File: src/rtl/tim_ctrl_pkg.sv
// Shared definitions for the TIM controller: register map, CTRL layout and FSM states.
package tim_ctrl_pkg;

    localparam int unsigned ADDR_CTRL = 32'h00;
    localparam int unsigned ADDR_PSC  = 32'h04;
    localparam int unsigned ADDR_ARR  = 32'h08;
    localparam int unsigned ADDR_CNT  = 32'h0C;
    localparam int unsigned ADDR_SR   = 32'h10;
    localparam int unsigned ADDR_EGR  = 32'h14;

    localparam int CTRL_CEN  = 0;
    localparam int CTRL_OPM  = 1;
    localparam int CTRL_ARPE = 2;
    localparam int CTRL_UIE  = 3;

    // Field order mirrors the CTRL bit positions, so the struct casts directly to/from the bus word.
    typedef struct packed {
        logic uie;
        logic arpe;
        logic opm;
        logic cen;
    } ctrl_t;

    typedef enum logic [1:0] {
        IDLE,
        ARM,
        RUN
    } tim_state_t;

endpackage

File: src/rtl/tim_ctrl_regs.sv
// Bus side of tim_ctrl: access handshake, address decode, CTRL fields,
// PSC/ARR preload and active copies, and the read-data mux.
module tim_ctrl_regs
    import tim_ctrl_pkg::*;
#(
    parameter int ADDR_W = 5,
    parameter int DATA_W = 32,
    parameter int TIM_W  = 16
) (
    input  logic              clk,
    input  logic              reset,
    input  logic              bus_req,
    input  logic              bus_we,
    input  logic [ADDR_W-1:0] bus_addr,
    input  logic [DATA_W-1:0] bus_wdata,
    output logic [DATA_W-1:0] bus_rdata,
    output logic              bus_ready,
    input  logic [TIM_W-1:0]  tim_cnt,
    input  logic              uif,
    input  logic              load_active,
    input  logic              cen_clr,
    output logic              wr_ctrl,
    output logic              wr_cen,
    output logic              sr_clr,
    output logic              ug_wr,
    output ctrl_t             ctrl,
    output logic [TIM_W-1:0]  psc_act,
    output logic [TIM_W-1:0]  arr_act
);

    logic              ready_q, ready_d;
    logic              we_q, we_d;
    logic [ADDR_W-1:0] addr_q, addr_d;
    logic [TIM_W-1:0]  wdata_q, wdata_d;
    logic [DATA_W-1:0] rdata_q, rdata_d;
    ctrl_t             ctrl_q, ctrl_d;
    logic [TIM_W-1:0]  psc_sh_q, psc_sh_d, arr_sh_q, arr_sh_d;
    logic [TIM_W-1:0]  psc_act_q, psc_act_d, arr_act_q, arr_act_d;
    logic              wr_en, wr_psc, wr_arr;
    logic              unused_wdata_hi;

    // Writes commit on the edge closing the bus_ready cycle, from the request captured at acceptance.
    assign wr_en   = ready_q & we_q;
    assign wr_ctrl = wr_en & (addr_q == ADDR_W'(ADDR_CTRL));
    assign wr_psc  = wr_en & (addr_q == ADDR_W'(ADDR_PSC));
    assign wr_arr  = wr_en & (addr_q == ADDR_W'(ADDR_ARR));
    assign sr_clr  = wr_en & (addr_q == ADDR_W'(ADDR_SR))  & wdata_q[0];
    assign ug_wr   = wr_en & (addr_q == ADDR_W'(ADDR_EGR)) & wdata_q[0];
    assign wr_cen  = wdata_q[CTRL_CEN];
    assign unused_wdata_hi = ^bus_wdata[DATA_W-1:TIM_W];

    always_comb begin
        // NOTE: every signal gets a default before any branch so no path can infer a latch.
        ready_d = bus_req & ~ready_q;
        we_d    = we_q;
        addr_d  = addr_q;
        wdata_d = wdata_q;
        rdata_d = '0;
        if (ready_d) begin
            we_d    = bus_we;
            addr_d  = bus_addr;
            wdata_d = bus_wdata[TIM_W-1:0];
            if (!bus_we) begin
                case (bus_addr)
                    ADDR_W'(ADDR_CTRL): rdata_d = DATA_W'(ctrl_q);
                    ADDR_W'(ADDR_PSC):  rdata_d = DATA_W'(psc_sh_q);
                    ADDR_W'(ADDR_ARR):  rdata_d = DATA_W'(arr_sh_q);
                    ADDR_W'(ADDR_CNT):  rdata_d = DATA_W'(tim_cnt);
                    ADDR_W'(ADDR_SR):   rdata_d = DATA_W'(uif);
                    default:            rdata_d = '0;
                endcase
            end
        end

        ctrl_d = ctrl_q;
        if (wr_ctrl) ctrl_d = ctrl_t'(wdata_q[$bits(ctrl_t)-1:0]);
        if (cen_clr) ctrl_d.cen = 1'b0;

        // Shadow is resolved first so a same-cycle reload picks up the value being written.
        psc_sh_d  = wr_psc ? wdata_q : psc_sh_q;
        arr_sh_d  = wr_arr ? wdata_q : arr_sh_q;
        psc_act_d = (load_active || (wr_psc && !ctrl_q.arpe)) ? psc_sh_d : psc_act_q;
        arr_act_d = (load_active || (wr_arr && !ctrl_q.arpe)) ? arr_sh_d : arr_act_q;
    end

    always_ff @(posedge clk) begin
        if (reset) begin
            ready_q   <= 1'b0;
            we_q      <= 1'b0;
            addr_q    <= '0;
            wdata_q   <= '0;
            rdata_q   <= '0;
            ctrl_q    <= '0;
            psc_sh_q  <= '0;
            arr_sh_q  <= '0;
            psc_act_q <= '0;
            arr_act_q <= '0;
        end else begin
            // NOTE: non-blocking updates so every flop samples pre-edge values together.
            ready_q   <= ready_d;
            we_q      <= we_d;
            addr_q    <= addr_d;
            wdata_q   <= wdata_d;
            rdata_q   <= rdata_d;
            ctrl_q    <= ctrl_d;
            psc_sh_q  <= psc_sh_d;
            arr_sh_q  <= arr_sh_d;
            psc_act_q <= psc_act_d;
            arr_act_q <= arr_act_d;
        end
    end

    assign bus_ready = ready_q;
    assign bus_rdata = rdata_q;
    assign ctrl      = ctrl_q;
    assign psc_act   = psc_act_q;
    assign arr_act   = arr_act_q;

endmodule

File: src/rtl/tim_ctrl.sv
// TIM timer controller top: sequencing FSM, sticky overflow flag and interrupt,
// around the memory-mapped register block.
module tim_ctrl
    import tim_ctrl_pkg::*;
#(
    parameter int ADDR_W = 5,
    parameter int DATA_W = 32,
    parameter int TIM_W  = 16
) (
    input  logic              clk,
    input  logic              reset,
    input  logic              bus_req,
    input  logic              bus_we,
    input  logic [ADDR_W-1:0] bus_addr,
    input  logic [DATA_W-1:0] bus_wdata,
    output logic [DATA_W-1:0] bus_rdata,
    output logic              bus_ready,
    output logic              tim_en,
    output logic              tim_load,
    output logic [TIM_W-1:0]  tim_psc,
    output logic [TIM_W-1:0]  tim_arr,
    input  logic [TIM_W-1:0]  tim_cnt,
    input  logic              tim_done,
    output logic              irq
);

    tim_state_t state_q, state_d;
    logic       uif_q, uif_d, irq_q, irq_d, ug_q, ug_d;
    logic       wr_ctrl, wr_cen, sr_clr, ug_wr;
    ctrl_t      ctrl;
    logic       in_run, cen_rise, opm_stop, load_active;

    tim_ctrl_regs #(
        .ADDR_W (ADDR_W),
        .DATA_W (DATA_W),
        .TIM_W  (TIM_W)
    ) u_regs (
        .clk         (clk),
        .reset       (reset),
        .bus_req     (bus_req),
        .bus_we      (bus_we),
        .bus_addr    (bus_addr),
        .bus_wdata   (bus_wdata),
        .bus_rdata   (bus_rdata),
        .bus_ready   (bus_ready),
        .tim_cnt     (tim_cnt),
        .uif         (uif_q),
        .load_active (load_active),
        .cen_clr     (opm_stop),
        .wr_ctrl     (wr_ctrl),
        .wr_cen      (wr_cen),
        .sr_clr      (sr_clr),
        .ug_wr       (ug_wr),
        .ctrl        (ctrl),
        .psc_act     (tim_psc),
        .arr_act     (tim_arr)
    );

    always_comb begin
        in_run      = (state_q == RUN);
        cen_rise    = wr_ctrl & wr_cen & ~ctrl.cen;
        opm_stop    = in_run & tim_done & ctrl.opm;
        ug_d        = ug_wr & (state_q != ARM);
        load_active = cen_rise | ug_d | (in_run & tim_done);

        state_d = state_q;
        case (state_q)
            IDLE:    if (cen_rise) state_d = ARM;
            ARM:     state_d = RUN;
            // Hardware one-pulse stop wins over any CTRL write landing on the same edge.
            RUN:     if (opm_stop || (wr_ctrl && !wr_cen)) state_d = IDLE;
            default: state_d = IDLE;
        endcase

        // Overflow set takes priority over a coincident write-1-to-clear.
        uif_d = uif_q;
        if (sr_clr) uif_d = 1'b0;
        if (in_run && tim_done) uif_d = 1'b1;

        irq_d = uif_q & ctrl.uie;
    end

    always_ff @(posedge clk) begin
        if (reset) begin
            state_q <= IDLE;
            uif_q   <= 1'b0;
            irq_q   <= 1'b0;
            ug_q    <= 1'b0;
        end else begin
            state_q <= state_d;
            uif_q   <= uif_d;
            irq_q   <= irq_d;
            ug_q    <= ug_d;
        end
    end

    assign tim_en   = (state_q == RUN);
    assign tim_load = (state_q == ARM) | ug_q;
    assign irq      = irq_q;

endmodule

File: config.mk
export PLATFORM = sky130hd
export DESIGN_NAME = tim_ctrl
export DESIGN_NICKNAME = d
export VERILOG_FILES = /design/src/rtl/tim_ctrl_pkg.sv /design/src/rtl/tim_ctrl_regs.sv /design/src/rtl/tim_ctrl.sv
export SDC_FILE = /design/constraint.sdc
export NUM_CORES = 1
export LEC_CHECK = 0
export CORE_AREA = 5 5 103 105
export DETAILED_ROUTE_END_ITERATION = 7
export DIE_AREA = 0 0 108 110
export GPL_TIMING_DRIVEN = 0
export HOLD_SLACK_MARGIN = 0.15
export PLACE_DENSITY = 0.78
export REMOVE_ABC_BUFFERS = 1
export SLEW_MARGIN = 20
export SYNTH_ARGS = -nofsm -noshare
export SYNTH_HDL_FRONTEND = slang
export SYNTH_HIERARCHICAL = 1
export SYNTH_SLANG_ARGS = --single-unit
File: constraint.sdc
create_clock -name clk -period 7 [get_ports clk]
set_input_delay 1.4 -clock clk [delete_from_list [all_inputs] [get_ports clk]]
set_output_delay 1.4 -clock clk [all_outputs]
set_load 0.02 [all_outputs]
==> results.tsv, run 1 <==
metric	value	unit
final_cells	709	
via_count	4218	
wl_per_cell	19.25	um
synthDominantCellAreaShare	0.4806	
grt_overflow	0	
synth_top_area_cell	dfxtp_1	
worstHoldPathType	flop to flop	
hp-start	uif_q	
postCtsSetupRepairBufs	0	
ios	126	
h-tree-depth	3	
grt_usage	0.2311	
clockRootBuffer	clkbuf_8	
yosys_register_bits	112	
fp.dieH	110	um
setup_viol	0	
grt_max_degree	51	
cp.arrival	3.97	ns
die_width	108	um
first_global_vias	4300	
rsz0062_at_grt	no	
finalCritPeriodShare	0.5247	
yosysSeqAreaShare	0.4806	
p_per_area	199.0	nW/um^2
slew-limit-headroom	0.1821	
hold_viol	0	
timing.rr.end	u_regs/psc_act[14]	
final.setup_skew	0.01931	ns
synth_area	4666	um^2
port-buffer-count	93	
dp.cells	694	
nets	630	
grt_first_pass_wirelength	21530	um
ys_top_cells_by_area	dfxtp_1 48%, a21oi_1 6.2%, a311oi_1 6.0%, a211oi_1 5.3%, nand3_1 4.0%	
crit_chain	clkdlybuf4s50_1, nor2b_1, a22oi_1, nor2_1	
critPathLaunchType	input pin	
tightestPinTransition	1.224	ns
ys.flop_type	dfxtp_1	
clkTransAtPathRegs	0.10	ns
cpLargestDelayFamily	simple AND/OR/NAND/NOR gates	
rr_worst_depth	6	
crit_path_top_delay_cell	clkdlybuf4s50_1	
drive_above_1_share	0.1007	
dieArea	11880	um^2
setup_slack	3.327	ns
hold_path_end	irq	
required	7.30	ns
start_util	0.4886	
fillers	833	
cts_buffers	9	
cp_max_fo	19	
min_path_cells	2	
ys_types	40	
reg2reg_setup_slack	3.88	ns
syn_inst	507	
crit_buf_inv	1	
num_antenna_cells	0	
clock_path_buffers	2	
fmax	272.3	MHz
synth-edff-count	0	
crit_path_max_incr_delay	1.15	ns
vdd_drop_max	0.0001147	V
routed_wirelength	13650	um
cp-end-kind	flop	
area_growth	25.42	%
slew_viol_final	0	
gp_congestion	0.7600	
clkLatencyLatePin	0.38	ns
reg2reg_from	u_regs/addr_q[2]	
antenna_found_initial	0	
period_needed	3.673	ns
clkSinkCount	112	
drv_cap	0	
drc_errors	0	
drtIter0Drc	390	
hold_buffers	0	
ant_nets	0	
coreArea	9549	um^2
cts.repair.resized	0	
status	finished, final reports clean	
cts_tree	yes	
place.detailed.hpwl	8946	um
leakagePower	0.001951	uW
synth.avg_cell_area	9.203	um^2
synth-async-reset-ratio	0	
viasPerCell	5.949	
drtPass1Iterations	7	
cp.depth	4	
pre_cts_ws	3.037	ns
rows	36	
criticalPathCategory	input pin to flop	
final_core_util	0.6128	
final.setup.tns	0	ns
ys_warn_count	6	
## cell families after synthesis
group / count (synthesis) / share of synthesized area
DFF: 112 / 0.4806
buffers and inverters: 66 / 0.07535
AOI/OAI and AO/OA: 178 / 0.2438
and+or+nand+nor: 133 / 0.1518
other: 1 / 0.0008037
muxes: 17 / 0.04773
## tightest hold or removal path, delay by kind of cell (launching register included)
| kind | cells | cell delay [ns] |
|---|---|---|
| AND/OR/NAND/NOR | 2 | 0.09 |
| flip-flops | 1 | 0.34 |
## cells in the final DEF, fill, tap and decap left out, types with 3 or more instances in the layout
cell type	Yosys	routed
nor2b_1	4	3
clkdlybuf4s50_1	0	92
o21ai_0	29	29
buf_4	17	3
nand3b_1	3	3
conb_1	1	16
nand3_1	37	36
dfxtp_1	112	112
a211oi_1	33	33
a21oi_1	58	58
mux2_2	12	12
buf_8	0	3
and2b_2	3	3
a311oi_1	32	32
buf_6	2	5
nor2_1	19	19
mux4_2	3	3
o21ai_1	10	10
nand2_1	46	46
clkbuf_8	0	9
a22oi_1	12	12
nand2b_1	5	5
## synth_stat cells (3+ instances only)
master,number
a211oi_1,33
a21oi_1,58
nor2_1,19
nand2_1,46
o21ai_1,10
nand3_1,37
mux4_2,3
buf_1,3
dfxtp_1,112
buf_2,19
and2b_2,3
clkbuf_1,24
nand2b_1,5
mux2_2,12
a311oi_1,32
buf_4,17
a22oi_1,12
o21ai_0,29
nand3b_1,3
nor2b_1,4
## metal layers
metal	global-route usage	share of wire	up-vias	routed length, um
met5	0	0	-	0
met4	0.1055	0.020	0	271
met3	0.03902	0.083	22	1130
met2	0.4116	0.51	222	6935
met1	0.2730	0.39	2008	5309
li1	-	-	1966	-
## sequential cells by signal (all words and copies together), names as in the netlist
| register | flops |
|---|---|
| u_regs/bus_ready | 1 |
| u_regs/arr_act | 16 |
| u_regs/we_q | 1 |
| ug_q | 1 |
| irq | 1 |
| uif_q | 1 |
| state_q | 2 |
| u_regs/addr_q | 5 |
| u_regs/bus_rdata | 16 |
| u_regs/psc_sh_q | 16 |
| u_regs/wdata_q | 16 |
| u_regs/arr_sh_q | 16 |
| u_regs/ctrl | 4 |
| u_regs/psc_act | 16 |
## final cells by class
| cell class | instances | area (um^2) | area share |
|---|---|---|---|
| well taps | 133 | 166.4 | 0.02844 |
| clock inverters | 6 | 75.07 | 0.01283 |
| clock buffers | 9 | 123.9 | 0.02117 |
| flip-flops and latches | 112 | 2242 | 0.3832 |
| multi-input cells | 344 | 2152 | 0.3678 |
| repair buffers | 105 | 1092 | 0.1867 |
## power by group
| group | total [uW] | leakage, uW | internal (uW) | switching (uW) |
|---|---|---|---|---|
| Sequential | 657 | 0.000906 | 646 | 10.6 |
| Clock | 396 | 0.0000982 | 169 | 226 |
| Combinational | 112 | 0.000947 | 47.4 | 64.8 |
## worst max path at each step
stage | startpoint | to
after detailed placement | bus_addr[2] | u_regs/bus_rdata[15]
after floorplan | u_regs/bus_ready | u_regs/psc_act[10]
final | bus_addr[2] | u_regs/bus_rdata[7]
after global placement | u_regs/we_q | u_regs/psc_act[2]
after CTS | bus_addr[2] | u_regs/bus_rdata[7]
after global routing | bus_addr[2] | u_regs/bus_rdata[7]
## stage by stage
stage	power [uW]	hold WS (ns)	cell area, um^2
final	1165	0.4656	5852
after global routing	1205	0.4880	5852
after CTS	1167	0.4695	5852
after detailed placement	780.7	0.4552	5653
after global placement	772.5	0.4436	5468
after floorplan	715.7	0.4183	4370
No activity file was read; power rests on OpenSTA's default activity.
==> inputs of run 2 (changes only) <==
CORE_AREA = 5 5 105 107   (was 5 5 103 105)
DIE_AREA = 0 0 110 112   (was 0 0 108 110)
PLACE_DENSITY = 0.75   (was 0.78)
clock period = 3.7 ns   (was 7 ns; I/O delays follow)
==> run 2 against run 1 <==
Compared with the run above: utilization decreased by 3.2 points; first-iteration DRC count increased by 16%; largest cell class unchanged; cell area decreased by 0.30%; critical path type is now flop to flop; count of clock-buffer cells in the layout increased by 1; hold slack improved by 0.0035 ns; sequential power increased by 89%; global-route usage decreased by 1.0 points; via count increased by 0.73%; combinational power increased by 88%.
==> results.tsv, run 2 (same netlist as run 1, synthesis figures left out) <==
metric	value	unit
final.setup.tns	0	ns
sw_frac_of_total	0.2718	
cts_tree	yes	
rows	37	
p_int	1574	uW
rsz0062_at_grt	no	
criticalPathCategory	flop to flop	
port-buffer-count	93	
power.switching	587.5	uW
setup_slack	0.5041	ns
hold_viol	0	
clockRootBuffer	clkbuf_8	
p_clk_frac	0.328	
die_width	110	um
layout_commonest_cell	dfxtp_1	
drv_cap	0	
fp.dieH	112	um
via_count	4249	
h-tree-depth	3	
drtIter0Drc	454	
p_comb_frac	0.097	
worstHoldPathType	flop to flop	
leakagePower	0.001942	uW
setup_viol	0	
ios	126	
grt_usage	0.2207	
viasPerCell	5.968	
crit_path_top_delay_cell	or4b_1	
clock_path_buffers	2	
clkTransAtPathRegs	0.11	ns
clkSinkCount	112	
p_per_area	370.5	nW/um^2
routed_wirelength	13460	um
num_antenna_cells	0	
dieArea	12320	um^2
coreArea	10050	um^2
place.detailed.hpwl	8802	um
cp-end-kind	flop	
tightestPinTransition	1.070	ns
final_core_util	0.5808	
cpLargestDelayFamily	compound AO/OA/AOI/OAI gates	
cts_buffers	9	
clkLatencyLatePin	0.39	ns
antenna_found_initial	0	
grt_max_degree	58	
reg2reg_setup_slack	0.50	ns
drtPass1Iterations	5	
power	2161	uW
drive_above_1_share	0.1024	
crit_chain	or4b_1, nor2_1, o21ai_0, nand3_2, a21o_1, a311oi_1	
period_needed	3.196	ns
required	3.97	ns
cp_max_fo	17	
grt_first_pass_wirelength	21390	um
cts.repair.resized	0	
slew-limit-headroom	0.2844	
vdd_drop_max	0.0001876	V
nets	629	
start_util	0.4644	
finalCritPeriodShare	0.8638	
crit_buf_inv	0	
p_seq_frac	0.575	
final.setup_skew	0.01258	ns
grt_overflow	0	
gp_congestion	0.7594	
first_global_vias	4212	
crit_path_max_incr_delay	0.67	ns
hold_buffers	0	
wl_per_cell	18.90	um
fmax	312.9	MHz
slew_viol_final	0	
layout_common_cells	112 x dfxtp_1, 92 x clkdlybuf4s50_1, 58 x a21oi_1, 46 x nand2_1, 36 x nand3_1	
drc_errors	0	
critPathLaunchType	flop	
cp.arrival	3.46	ns
area_growth	25.05	%
pre_cts_ws	0.3591	ns
postCtsSetupRepairBufs	0	
status	finished, final reports clean	
ant_nets	0	
==> run 2: final timing paths <==
path,from,end,cells after the start
worst min-delay path,uif_q,irq,2
worst min register to register,uif_q,irq,2
worst max register to register,u_regs/addr_q[0],u_regs/arr_act[8],6
worst max-delay path,u_regs/addr_q[0],u_regs/arr_act[8],6
==> run 2: metal layers <==
metal | vias to the layer above | wire length (um) | track usage
li1 | 1979 | - | -
met2 | 201 | 6896 | 0.3710
met5 | - | 0 | 0
met4 | 0 | 213 | 0.07398
met3 | 22 | 1017 | 0.04406
met1 | 2047 | 5330 | 0.2794
==> run 2: area by class of cell <==
cell class / count / area, um^2
Tap cell: 136 / 170.2
Fill cell: 902 / 4212
Timing Repair Buffer: 104 / 1077
Multi-Input combinational cell: 344 / 2157
Sequential cell: 112 / 2242
Clock inverter: 6 / 60.06
Clock buffer: 10 / 127.6
==> run 2: power by group through the flow <==
stage	Sequential, uW	Combinational, uW	Clock (uW)
after floorplan	1270	85.2	0
after global placement	1270	194	0
after detailed placement	1270	207	0
after CTS	1240	208	716
after global routing	1250	225	771
final	1240	210	708
==> run 2: stage by stage <==
stage / instance area [um^2] / cells / hold WS (ns)
2_1_floorplan: 4370 / 456 / 0.4183
3_3_place_gp: 5472 / 685 / 0.4459
3_5_place_dp: 5642 / 696 / 0.4505
4_1_cts: 5829 / 712 / 0.4702
5_1_grt: 5834 / 712 / 0.4835
6_report: 5834 / 712 / 0.4690
==> run 2: worst register-to-register path: stages, from the launching register on <==
cell	delay, ns
dfxtp_1	0.55
or4b_1	0.67
nor2_1	0.17
o21ai_0	0.24
nand3_2	0.40
a21o_1	0.58
a311oi_1	0.46
